===== src/rtl/unlock_seq_arbiter_pkg.sv =====
// unlock_pkg: shared bytes, status codes and controller states for the unlock sequence arbiter
package unlock_pkg;

    localparam logic [7:0] SEQ_B0 = 8'h81;
    localparam logic [7:0] SEQ_B1 = 8'h42;
    localparam logic [7:0] SEQ_B2 = 8'h24;
    localparam logic [7:0] SEQ_B3 = 8'h18;
    localparam logic [7:0] HOLD_B = 8'h1C;
    localparam logic [7:0] IDLE_B = 8'h00;

    localparam logic [7:0] ST_INIT = 8'h01;
    localparam logic [7:0] ST_S1   = 8'h03;
    localparam logic [7:0] ST_S2   = 8'h05;
    localparam logic [7:0] ST_S3   = 8'h09;
    localparam logic [7:0] ST_OPEN = 8'h11;

    typedef enum logic [2:0] {IDLE, SEND, HOLD, FLUSH, DONE} state_t;

    // Byte driven at a given position of the 4-byte unlock sequence
    function automatic logic [7:0] seq_byte(input logic [1:0] i);
        return i == 2'd0 ? SEQ_B0 : i == 2'd1 ? SEQ_B1 : i == 2'd2 ? SEQ_B2 : SEQ_B3;
    endfunction

    // Status code the detector must report after consuming byte b
    function automatic logic [7:0] exp_code(input logic [7:0] b);
        return b == SEQ_B0 ? ST_S1 :
               b == SEQ_B1 ? ST_S2 :
               b == SEQ_B2 ? ST_S3 :
               (b == SEQ_B3 || b == HOLD_B) ? ST_OPEN : ST_INIT;
    endfunction

endpackage


===== src/rtl/unlock_seq_arbiter_rr_arbiter.sv =====
// rr_arbiter: picks the lowest requesting index at or after the round-robin pointer
module rr_arbiter #(
    parameter int NUM_REQ = 2,
    parameter int PW      = $clog2(NUM_REQ)
) (
    input  logic [NUM_REQ-1:0] req,
    input  logic [PW-1:0]      ptr,
    output logic [NUM_REQ-1:0] win,
    output logic [PW-1:0]      win_idx,
    output logic               any_req
);

    logic [2*NUM_REQ-1:0] dbl;
    logic [PW-1:0]        off;
    logic [PW:0]          sum;

    assign dbl = {req, req} >> ptr;

    // Distance from the pointer to the first active request (rotated view)
    always_comb begin
        off = '0;
        for (int k = NUM_REQ - 1; k >= 0; k--)
            if (dbl[k]) off = PW'(k);
    end

    assign sum     = {1'b0, ptr} + {1'b0, off};
    assign win_idx = PW'(sum >= (PW+1)'(NUM_REQ) ? sum - (PW+1)'(NUM_REQ) : sum);
    assign any_req = |req;
    assign win     = NUM_REQ'(any_req) << win_idx;

endmodule


===== src/rtl/unlock_seq_arbiter.sv =====
// unlock_seq_arbiter: round-robin shares the unlock detector, drives its sequence and checks its status codes
module unlock_seq_arbiter
    import unlock_pkg::*;
#(
    parameter int NUM_REQ     = 2,
    parameter int HOLD_CYCLES = 4
) (
    input  logic               clk,
    input  logic               rstn,
    input  logic [NUM_REQ-1:0] req,
    output logic [NUM_REQ-1:0] gnt,
    output logic               busy,
    output logic               done,
    output logic               pass,
    output logic [7:0]         det_in_val,
    input  logic [7:0]         det_out_val
);

    localparam int PW = $clog2(NUM_REQ);

    state_t             state, state_n;
    logic [1:0]         idx, idx_n;
    logic [7:0]         cnt, cnt_n, din_n;
    logic [7:0]         exp1, exp2;
    logic [PW-1:0]      ptr, gidx, win_idx;
    logic [NUM_REQ-1:0] win;
    logic               any_req, grant, chk, mism, fail;

    rr_arbiter #(.NUM_REQ(NUM_REQ), .PW(PW)) u_arb (
        .req     (req),
        .ptr     (ptr),
        .win     (win),
        .win_idx (win_idx),
        .any_req (any_req)
    );

    // Next state, step/hold counters and the byte to present next cycle
    always_comb begin
        state_n = state;
        idx_n   = idx;
        cnt_n   = cnt;
        case (state)
            IDLE:  if (any_req) begin state_n = SEND; idx_n = 2'd0; end
            SEND: begin
                idx_n = idx + 2'd1;
                if (idx == 2'd3) begin state_n = HOLD; cnt_n = 8'(HOLD_CYCLES); end
            end
            HOLD: begin
                cnt_n = cnt - 8'd1;
                if (cnt == 8'd1) begin state_n = FLUSH; idx_n = 2'd0; end
            end
            FLUSH: begin
                idx_n = idx + 2'd1;
                if (idx == 2'd1) state_n = DONE;
            end
            DONE:    state_n = IDLE;
            default: state_n = IDLE;
        endcase
        din_n = state_n == SEND ? seq_byte(idx_n) : state_n == HOLD ? HOLD_B : IDLE_B;
    end

    assign grant = state == IDLE && any_req;
    assign chk   = (state == SEND && idx[1]) || state == HOLD || state == FLUSH || state == DONE;
    assign mism  = chk && det_out_val != exp2;
    assign busy  = state != IDLE;
    assign done  = state == DONE;
    assign pass  = done && !fail && !mism;

    // Controller state and the registered detector input byte
    always_ff @(posedge clk) begin
        if (!rstn) begin
            state      <= IDLE;
            idx        <= 2'd0;
            cnt        <= 8'd0;
            det_in_val <= IDLE_B;
        end else begin
            state      <= state_n;
            idx        <= idx_n;
            cnt        <= cnt_n;
            det_in_val <= din_n;
        end
    end

    // Grant, round-robin pointer, expected-code pipeline and sticky fail flag
    always_ff @(posedge clk) begin
        if (!rstn) begin
            gnt  <= '0;
            gidx <= '0;
            ptr  <= '0;
            fail <= 1'b0;
            exp1 <= ST_INIT;
            exp2 <= ST_INIT;
        end else begin
            gnt  <= state_n == IDLE ? '0 : grant ? win : gnt;
            gidx <= grant ? win_idx : gidx;
            ptr  <= !done ? ptr : gidx == PW'(NUM_REQ - 1) ? '0 : gidx + PW'(1);
            fail <= grant ? 1'b0 : fail | mism;
            exp1 <= exp_code(det_in_val);
            exp2 <= exp1;
        end
    end

endmodule


===== config.mk =====
export PLATFORM = sky130hd
export DESIGN_NAME = unlock_seq_arbiter
export DESIGN_NICKNAME = d
export VERILOG_FILES = /design/src/rtl/unlock_seq_arbiter_pkg.sv /design/src/rtl/unlock_seq_arbiter_rr_arbiter.sv /design/src/rtl/unlock_seq_arbiter.sv
export SDC_FILE = /design/constraint.sdc
export NUM_CORES = 1
export LEC_CHECK = 0
export ABC_CLOCK_PERIOD_IN_PS = 2200
export BUFFER_PORTS_ARGS = -buffer_cell sky130_fd_sc_hd__buf_2
export CAP_MARGIN = 15
export CORE_ASPECT_RATIO = 1.2
export CORE_MARGIN = 8
export CORE_UTILIZATION = 40
export CTS_CLUSTER_SIZE = 14
export DETAILED_ROUTE_END_ITERATION = 7
export SLEW_MARGIN = 20
export SYNTH_ARGS = -nofsm -noshare
export SYNTH_HDL_FRONTEND = slang
export SYNTH_HIERARCHICAL = 1
export SYNTH_SLANG_ARGS = --single-unit
export TNS_END_PERCENT = 30

===== constraint.sdc =====
create_clock -name clk -period 2.2 [get_ports clk]
set_input_delay 0.22 -clock clk [delete_from_list [all_inputs] [get_ports clk]]
set_output_delay 0.22 -clock clk [all_outputs]
set_load 0.03 [all_outputs]

; Word level (Yosys, flattened, before mapping)
; Index checks and enable logic that the tools add are counted.
[totals]
mem_count = 0
romBits = 0
mem_bits_rw = 0
reg_bits = 36
in_bits = 12
output_inout_bits = 13
latch_bits = 0
elab_cells = 88
[op_classes]
reduce_logical = 24
n_mux = 23
div = 0
n_bitwise = 2
multipliers = 0
shifts = 2
add_sub_neg = 5
eq_ne = 18
order_cmp = 1
[op_table]
columns = operator, count
row1 = 2-to-1 mux 8 bit, 3
row2 = "== test 8 x 5 -> 1 bit, second input constant", 2
row3 = case mux 8 bit (2 select lines), 1
row4 = 2-to-1 mux 3 bit, 5
row5 = case mux 3 bit (4 select lines), 1
row6 = 2-to-1 mux 5 bit, 2
row7 = OR reduction 2 bit, 5
row8 = "== test 3 x 2 -> 1 bit, second input constant", 3
row9 = "== test 8 x 1 -> 1 bit, second input constant", 1
row10 = "== test 8 x 6 -> 1 bit, second input constant", 1
row11 = "== test 8 x 7 -> 1 bit, second input constant", 1
row12 = "== test 8 bit, second input constant", 1
row13 = != test 8 x 5 -> 1 bit, 1
row14 = "subtractor 8 x 1 -> 8 bit, second input constant", 1
row15 = 2-to-1 mux 7 bit, 1
row16 = "== test 3 x 1 -> 1 bit, second input constant", 2
row17 = zero test 3 bit, 2
row18 = 2-to-1 mux 2 bit, 3
row19 = 2-to-1 mux 6 bit, 1
row20 = case mux 2 bit (3 select lines), 1
row21 = logical AND 1 bit, 5
row22 = "== test 2 x 1 -> 1 bit, second input constant", 2
row23 = "== test 2 bit, second input constant", 2
row24 = logical OR 1 bit, 4
row25 = 20 further kinds, 24

; Longest topological paths before layout
; Gate-level depths: netlist (run 1).
[depth]
ltp_word = 8
mapped_depth = 6
mapped_depth_nobuf = 5

; Hierarchy
; The synthesis (run 1) kept the hierarchy.
[modules_own_cells]
columns = module, area_per_inst_um2, n_inst, cells_per_inst
row1 = unlock_seq_arbiter, 1453.9, 1, 158
row2 = rr_arbiter, 33.8, 1, 5

; Worst setup path before layout (run 1)
; No wires, ideal clock.
[synth_timing]
kind = register -> output
from = reg state[0]
to = out pass
stages_incl_launch_ff = 4
n_path_buf = 1
arrival_time_ns = 2.048
slack_ns = -0.068
path_cell_list = dfxtp_1 clkbuf_1 or3b_2 nor4_1
[synth_between]
elab_chain_len = 8
word_cells_on_any_way = 12
classes_between = eq/ne (4) / reduce/logical (8)
[synth_lines]
columns = item, line_no
row1 = "start, declared", unlock_seq_arbiter.sv:21  ; state_t state, state_n;
row2 = "start signal, assigned", unlock_seq_arbiter.sv:77  ; state <= state_n;
row3 = == test 3 x 1 -> 1 bit, unlock_seq_arbiter.sv:63  ; assign chk = (state == SEND && idx[1]) || state == HOLD || state == FLUSH || state == DONE;
row4 = logical AND 1 bit, unlock_seq_arbiter.sv:63
row5 = logical OR 1 bit (3 in series), unlock_seq_arbiter.sv:63
row6 = logical AND 1 bit, unlock_seq_arbiter.sv:64  ; assign mism = chk && det_out_val != exp2;
row7 = zero test 1 bit, unlock_seq_arbiter.sv:67  ; assign pass = done && !fail && !mism;
row8 = logical AND 1 bit *, unlock_seq_arbiter.sv:67
row9 = "end, declared", unlock_seq_arbiter.sv:14  ; output logic pass,
; Mark *: on every way between the ends. The rest lies on a longest branch, timed or not.

; Worst setup path after layout (run 1)
[layout_timing]
from = reg state[2]
to = out pass
; Same word-level chain as after synthesis.

==> impl_metrics.ini, run 1 <==
[floorplanning]
initial_core_util_pct = 41.3
coreArea_sq_um = 3600
dieArea_sq_um = 5930
row_count = 24
die_y_microns = 82.8
die_w_microns = 71.7
num_io_pins = 25

[cts]
cts_sinks = 31
clock_path_buffers = 2
cts_tree = yes
cts_hold_buffers = 0
clk_pin_slew_worst_paths_ns = 0.07
cts_setup_buffers = 0
htreeDepth = 2
numCtsBuffers = 5
post_cts_resize_count = 0
root_buffer = clkbuf_8
insertion_delay_ns = 0.28

[synth]
synth_cells = 163
yosys-top-cells-area = dfxtp_1, and2_1, ha_1
ys_types = 47
ys_async_sr_fraction_pct = 0
synth_edf_count = 0
syn_area_sq_um = 1490
synth_area_per_cell_sq_um = 9.13
synth_nets = 179
synth_ff_type = dfxtp_1
yosys_warnings = 6
ys_seq_elements = 31
yosysTopAreaCell = dfxtp_1
ys_seq_area_share_pct = 41.7
synth_top_area_share_pct = 41.7

[setup_path]
cp_num_buf_inv = 1
reg2reg_depth = 4
timing.rr.end = cnt[7]$_SDFFE_PN0P_
reg2reg_slack_ns = 0.43
cp_slowest_cell = or3b_2
crit_fanout = 11
cp.arrival_ns = 1.83
cp.required_ns = 1.98
cp-end-kind = output pin
cp_top_family = simple AND/OR/NAND/NOR gates
r2r_start = state[1]$_SDFF_PN0_
critPathKind = reg2out
crit_chain = or3b_2 -> nor4_2 -> buf_2
startpoint_type = register
slowest_delay_ns = 0.54

[global_route]
grt_usage_pct = 10.4
grt_first_pass_wirelength_mm = 5.14
grt-ovfl-total = 0
grt_max_degree = 22
antenna_found_initial = 0
grt_pass1_vias = 1207

[routing]
drt_iter0_drc = 27
drtPass1Iterations = 4
wire_per_inst_microns = 13.1
wirelength_mm = 2.96
ant_nets = 0
vias_per_cell = 5.37
vias = 1209
drc_errors = 0

[final_layout]
fin_nets = 201
drive_above_1_share_pct = 21.5
final_common_cell = dfxtp_1
area_growth_pct = 16.6
antenna_cells = 0
layout.cells.most_common_list = dfxtp_1, buf_2, nand2_1, and2_1, a21oi_1

[timing]
final-hold-violation-count = 0
slew_violations = 0
worst_slew_pin_slew_ns = 0.484
fmax_mhz = 488
whs_ns = 0.282
slew_headroom_pct = 67.7
fin_crit_ns = 2.05
post-route-period-util_pct = 93.1
setup_viol = 0
tns_ns = 0
fin_skew_ns = 0.00312
rsz0062_at_grt = false

[hold_path]
hold_path_depth = 4
min_to = gnt[0]$_SDFFE_PP0P_
worstHoldStart = req[1]
holdCritPathClass = in2reg

[place]
dpl.hpwl_mm = 2.21
globalplace.congestion = 0.857
port_buffers = 24

[power_and_ir_drop]
p_per_area_nw_per_um2 = 755
vdd_drop_max_mv = 0.409
power.static_leakage_nw = 0.725

[run]
maxCapViolCount = 0

[status]
status = finished clean
[how the worst max path moves through the flow]
stage	depth (start not counted)	to	slack (ns)	startpoint
6_report	3	pass	0.15	state[2]$_SDFF_PN0_
5_1_grt	3	pass	0.03	state[2]$_SDFF_PN0_
4_1_cts	3	pass	0.14	state[2]$_SDFF_PN0_
3_5_place_dp	4	cnt[7]$_SDFFE_PN0P_	0.43	state[1]$_SDFF_PN0_
3_3_place_gp	3	pass	0.48	state[2]$_SDFF_PN0_
2_1_floorplan	3	pass	0.26	state[0]$_SDFF_PN0_
[through the flow]
| step | total power, mW | util (%) | area [sq um] | setup slack, ns | std cells |
|---|---|---|---|---|---|
| after floorplan | 0.716 | - | 1490 | 0.260 | 163 |
| after global placement | 0.748 | 44.9 | 1620 | 0.481 | 217 |
| after detailed placement | 0.751 | 44.9 | 1620 | 0.432 | 217 |
| after CTS | 1.33 | 48.1 | 1730 | 0.142 | 225 |
| after global routing | 1.36 | 48.1 | 1730 | 0.0271 | 225 |
| final | 1.31 | 48.1 | 1730 | 0.151 | 225 |
[synth_stat cells (5+ instances only)]
| library cell | instances |
|---|---|
| dfxtp_1 | 31 |
| nand2_1 | 12 |
| and2_1 | 11 |
| a21oi_1 | 9 |
| inv_1 | 8 |
| nor3_1 | 7 |
| o21ai_0 | 7 |
| nor2_1 | 6 |
| clkbuf_1 | 5 |
| mux2i_1 | 5 |
| nand3_1 | 5 |
[cells by family (layout without fill, tap and decap cells)]
| kind of cell | Yosys count | in the layout | synth area share (%) |
|---|---|---|---|
| DFF | 31 | 31 | 41.7 |
| and+or+nand+nor | 71 | 71 | 29.7 |
| buffers and inverters | 17 | 40 | 5.13 |
| AOI/OAI and AO/OA | 30 | 30 | 13.6 |
| muxes | 5 | 5 | 3.36 |
| adders and majority gates | 5 | 5 | 4.12 |
| xor gates and xnor gates | 4 | 4 | 2.35 |
[state kept, by name, summed over array words and instances, names as in the netlist]
register    count
fail            1
exp1            4
exp2            4
idx             2
ptr             1
gidx            1
state           3
det_in_val      5
gnt             2
cnt             8
[metal layers]
layer	track usage, %	up-vias	wire, microns
met5	0	-	0
met4	4.47	0	40
met3	2.76	5	91
met2	17.4	22	1450
met1	12.1	565	1370
li1	-	617	-
[final cells by class]
class / count / area, sq um
timing repair buffer: 24 / 120
clock inverter: 2 / 35.0
multi-input combinational: 115 / 797
sequential: 31 / 621
fill: 366 / 1870
clock buffer: 6 / 82.6
tap: 39 / 48.8
inverter: 8 / 30.0
[tightest hold or removal path, delay by kind of cell]
family	cells	cell delay [ns]
AOI/OAI and AO/OA	2	0.12
buffers and inverters	1	0.11
and+or+nand+nor	1	0.06
[power by group]
group          switching (mW)  internal, mW
clock network           0.205         0.366
registers              0.0215         0.581
logic                  0.0813        0.0542
total                   0.308          1.00
No activity file was read; power rests on OpenSTA's default activity.
==> inputs of run 2 (changes only) <==
--- a/config.mk
+++ b/config.mk
@@ -10,7 +10,8 @@
 export CAP_MARGIN = 15
 export CORE_ASPECT_RATIO = 1.2
 export CORE_MARGIN = 8
-export CORE_UTILIZATION = 40
+export CORE_UTILIZATION = 25
+export CTS_BUF_LIST = sky130_fd_sc_hd__clkbuf_8 sky130_fd_sc_hd__clkbuf_16
 export CTS_CLUSTER_SIZE = 14
 export DETAILED_ROUTE_END_ITERATION = 7
 export SLEW_MARGIN = 20
==> impl_metrics.ini, run 2 (same netlist as run 1, synthesis figures left out) <==
[floorplanning]
die_w_microns = 86.4
coreArea_sq_um = 5900
die_y_microns = 101
initial_core_util_pct = 25.2
row_count = 31
dieArea_sq_um = 8690
num_io_pins = 25

[hold_path]
hold_path_depth = 4
min_to = gnt[0]$_SDFFE_PP0P_
worstHoldStart = req[1]
holdCritPathClass = in2reg

[timing]
worst_slack_ns = 0.153
setup_viol = 0
worst_slew_pin_slew_ns = 0.520
slew_headroom_pct = 65.3
rsz0062_at_grt = false
fmax_mhz = 488
slew_violations = 0
tns_ns = 0
whs_ns = 0.272
post-route-period-util_pct = 93.1
fin_crit_ns = 2.05
final-hold-violation-count = 0
fin_skew_ns = 0.00907

[cts]
htreeDepth = 2
cts_setup_buffers = 0
clk_pin_slew_worst_paths_ns = 0.07
cts_sinks = 31
root_buffer = clkbuf_8
numCtsBuffers = 5
insertion_delay_ns = 0.29
cts_tree = yes
post_cts_resize_count = 0
cts_hold_buffers = 0
clock_path_buffers = 2

[final_layout]
fin_area_sq_um = 1780
reg_top3 = cnt x8, det_in_val x5
n_fill_cell = 667
antenna_cells = 0
area_growth_pct = 19.3
fin_nets = 201
top_register = cnt
layout.cells.most_common_list = dfxtp_1, buf_2, nand2_1, and2_1, a21oi_1
largest_reg_flops = 8
final_common_cell = dfxtp_1
drive_above_1_share_pct = 22.0
stdcell_count = 268

[setup_path]
startpoint_type = register
timing.rr.end = cnt[7]$_SDFFE_PN0P_
reg2reg_slack_ns = 0.39
critPathKind = reg2out
cp_slowest_cell = or3b_2
reg2reg_depth = 4
cp-end-kind = output pin
crit_chain = or3b_2 -> nor4_2 -> buf_2
cp.required_ns = 1.98
slowest_delay_ns = 0.58
cp.arrival_ns = 1.83
crit_fanout = 16
r2r_start = state[1]$_SDFF_PN0_

[global_route]
antenna_found_initial = 0
grt-ovfl-total = 0
grt_pass1_vias = 1175
grt_usage_pct = 7.46
grt_first_pass_wirelength_mm = 5.11
grt_max_degree = 22

[power_and_ir_drop]
vdd_drop_max_mv = 0.275
power.static_leakage_nw = 0.715
power_frac_clock_pct = 40.4
intPower_mw = 0.919
p_switching_mw = 0.317
seqPwrFrac_pct = 48.7
p_per_area_nw_per_um2 = 696
switching_share_pct = 25.6
p_comb_share_pct = 10.9

[place]
globalplace.congestion = 0.749
dp_cells = 260
dpl.hpwl_mm = 2.25
port_buffers = 24
place_ws_ns = 0.421
place_area_sq_um = 1670

[routing]
drtPass1Iterations = 4
drc_errors = 0
vias_per_cell = 4.54
wirelength_mm = 3.01
vias = 1217
drt_iter0_drc = 58
wire_per_inst_microns = 11.2
ant_nets = 0

[run]
maxCapViolCount = 0

[status]
status = finished clean
==> run 2: cell count changes in the layout (fill, tap and decap cells not counted) <==
cell        delta
clkbuf_8       +1
clkinvlp_4     +1
clkinv_2       -1
dfxtp_2        +1
dfxtp_1        -1
bufinv_16      -1
==> run 2: worst max-delay path by stage <==
stage | cells after the start | slack [ns] | end | startpoint
detailed placement | 4 | 0.42 | cnt[7]$_SDFFE_PN0P_ | state[1]$_SDFF_PN0_
global route | 3 | 0.03 | pass | state[0]$_SDFF_PN0_
CTS | 3 | 0.09 | pass | state[2]$_SDFF_PN0_
finish | 3 | 0.15 | pass | state[0]$_SDFF_PN0_
global placement | 3 | 0.48 | pass | state[2]$_SDFF_PN0_
floorplan | 3 | 0.26 | pass | state[0]$_SDFF_PN0_
==> run 2: area by class of cell <==
type,count,area [sq um],share of cell area (%)
clock buffers,7,96.3,5.43
clock inverters,1,7.51,0.423
inverters,8,30.0,1.69
multi-input cells,115,797,44.9
flip-flops and latches,31,622,35.0
well taps,82,103,5.78
repair buffers,24,120,6.77
==> run 2: layer usage <==
layer / track usage (%) / vias to the layer above / wire [microns]
met1: 7.93 / 574 / 1330
met2: 11.5 / 16 / 1400
met4: 5.58 / 0 / 95
met5: 0 / - / 0
li1: - / 620 / -
met3: 3.18 / 7 / 189
==> run 2: stage by stage <==
stage	utilization [%]	power, mW
after floorplan	-	0.716
after global placement	28.3	0.750
after detailed placement	28.3	0.751
after CTS	30.1	1.26
after global routing	30.1	1.30
final	30.1	1.24
==> run 2: power groups by stage <==
stage | Sequential, mW | Combinational, mW | Clock (mW)
global placement | 0.615 | 0.136 | 0
detailed placement | 0.615 | 0.136 | 0
finish | 0.602 | 0.134 | 0.499
global route | 0.607 | 0.148 | 0.543
floorplan | 0.624 | 0.0912 | 0
CTS | 0.603 | 0.137 | 0.517
==> run 2: worst max-delay path, delay by kind of cell, from the launching register on <==
family / cells / cell delay [ns]
simple gates: 2 / 0.84
flops: 1 / 0.47
buf+inv: 1 / 0.23
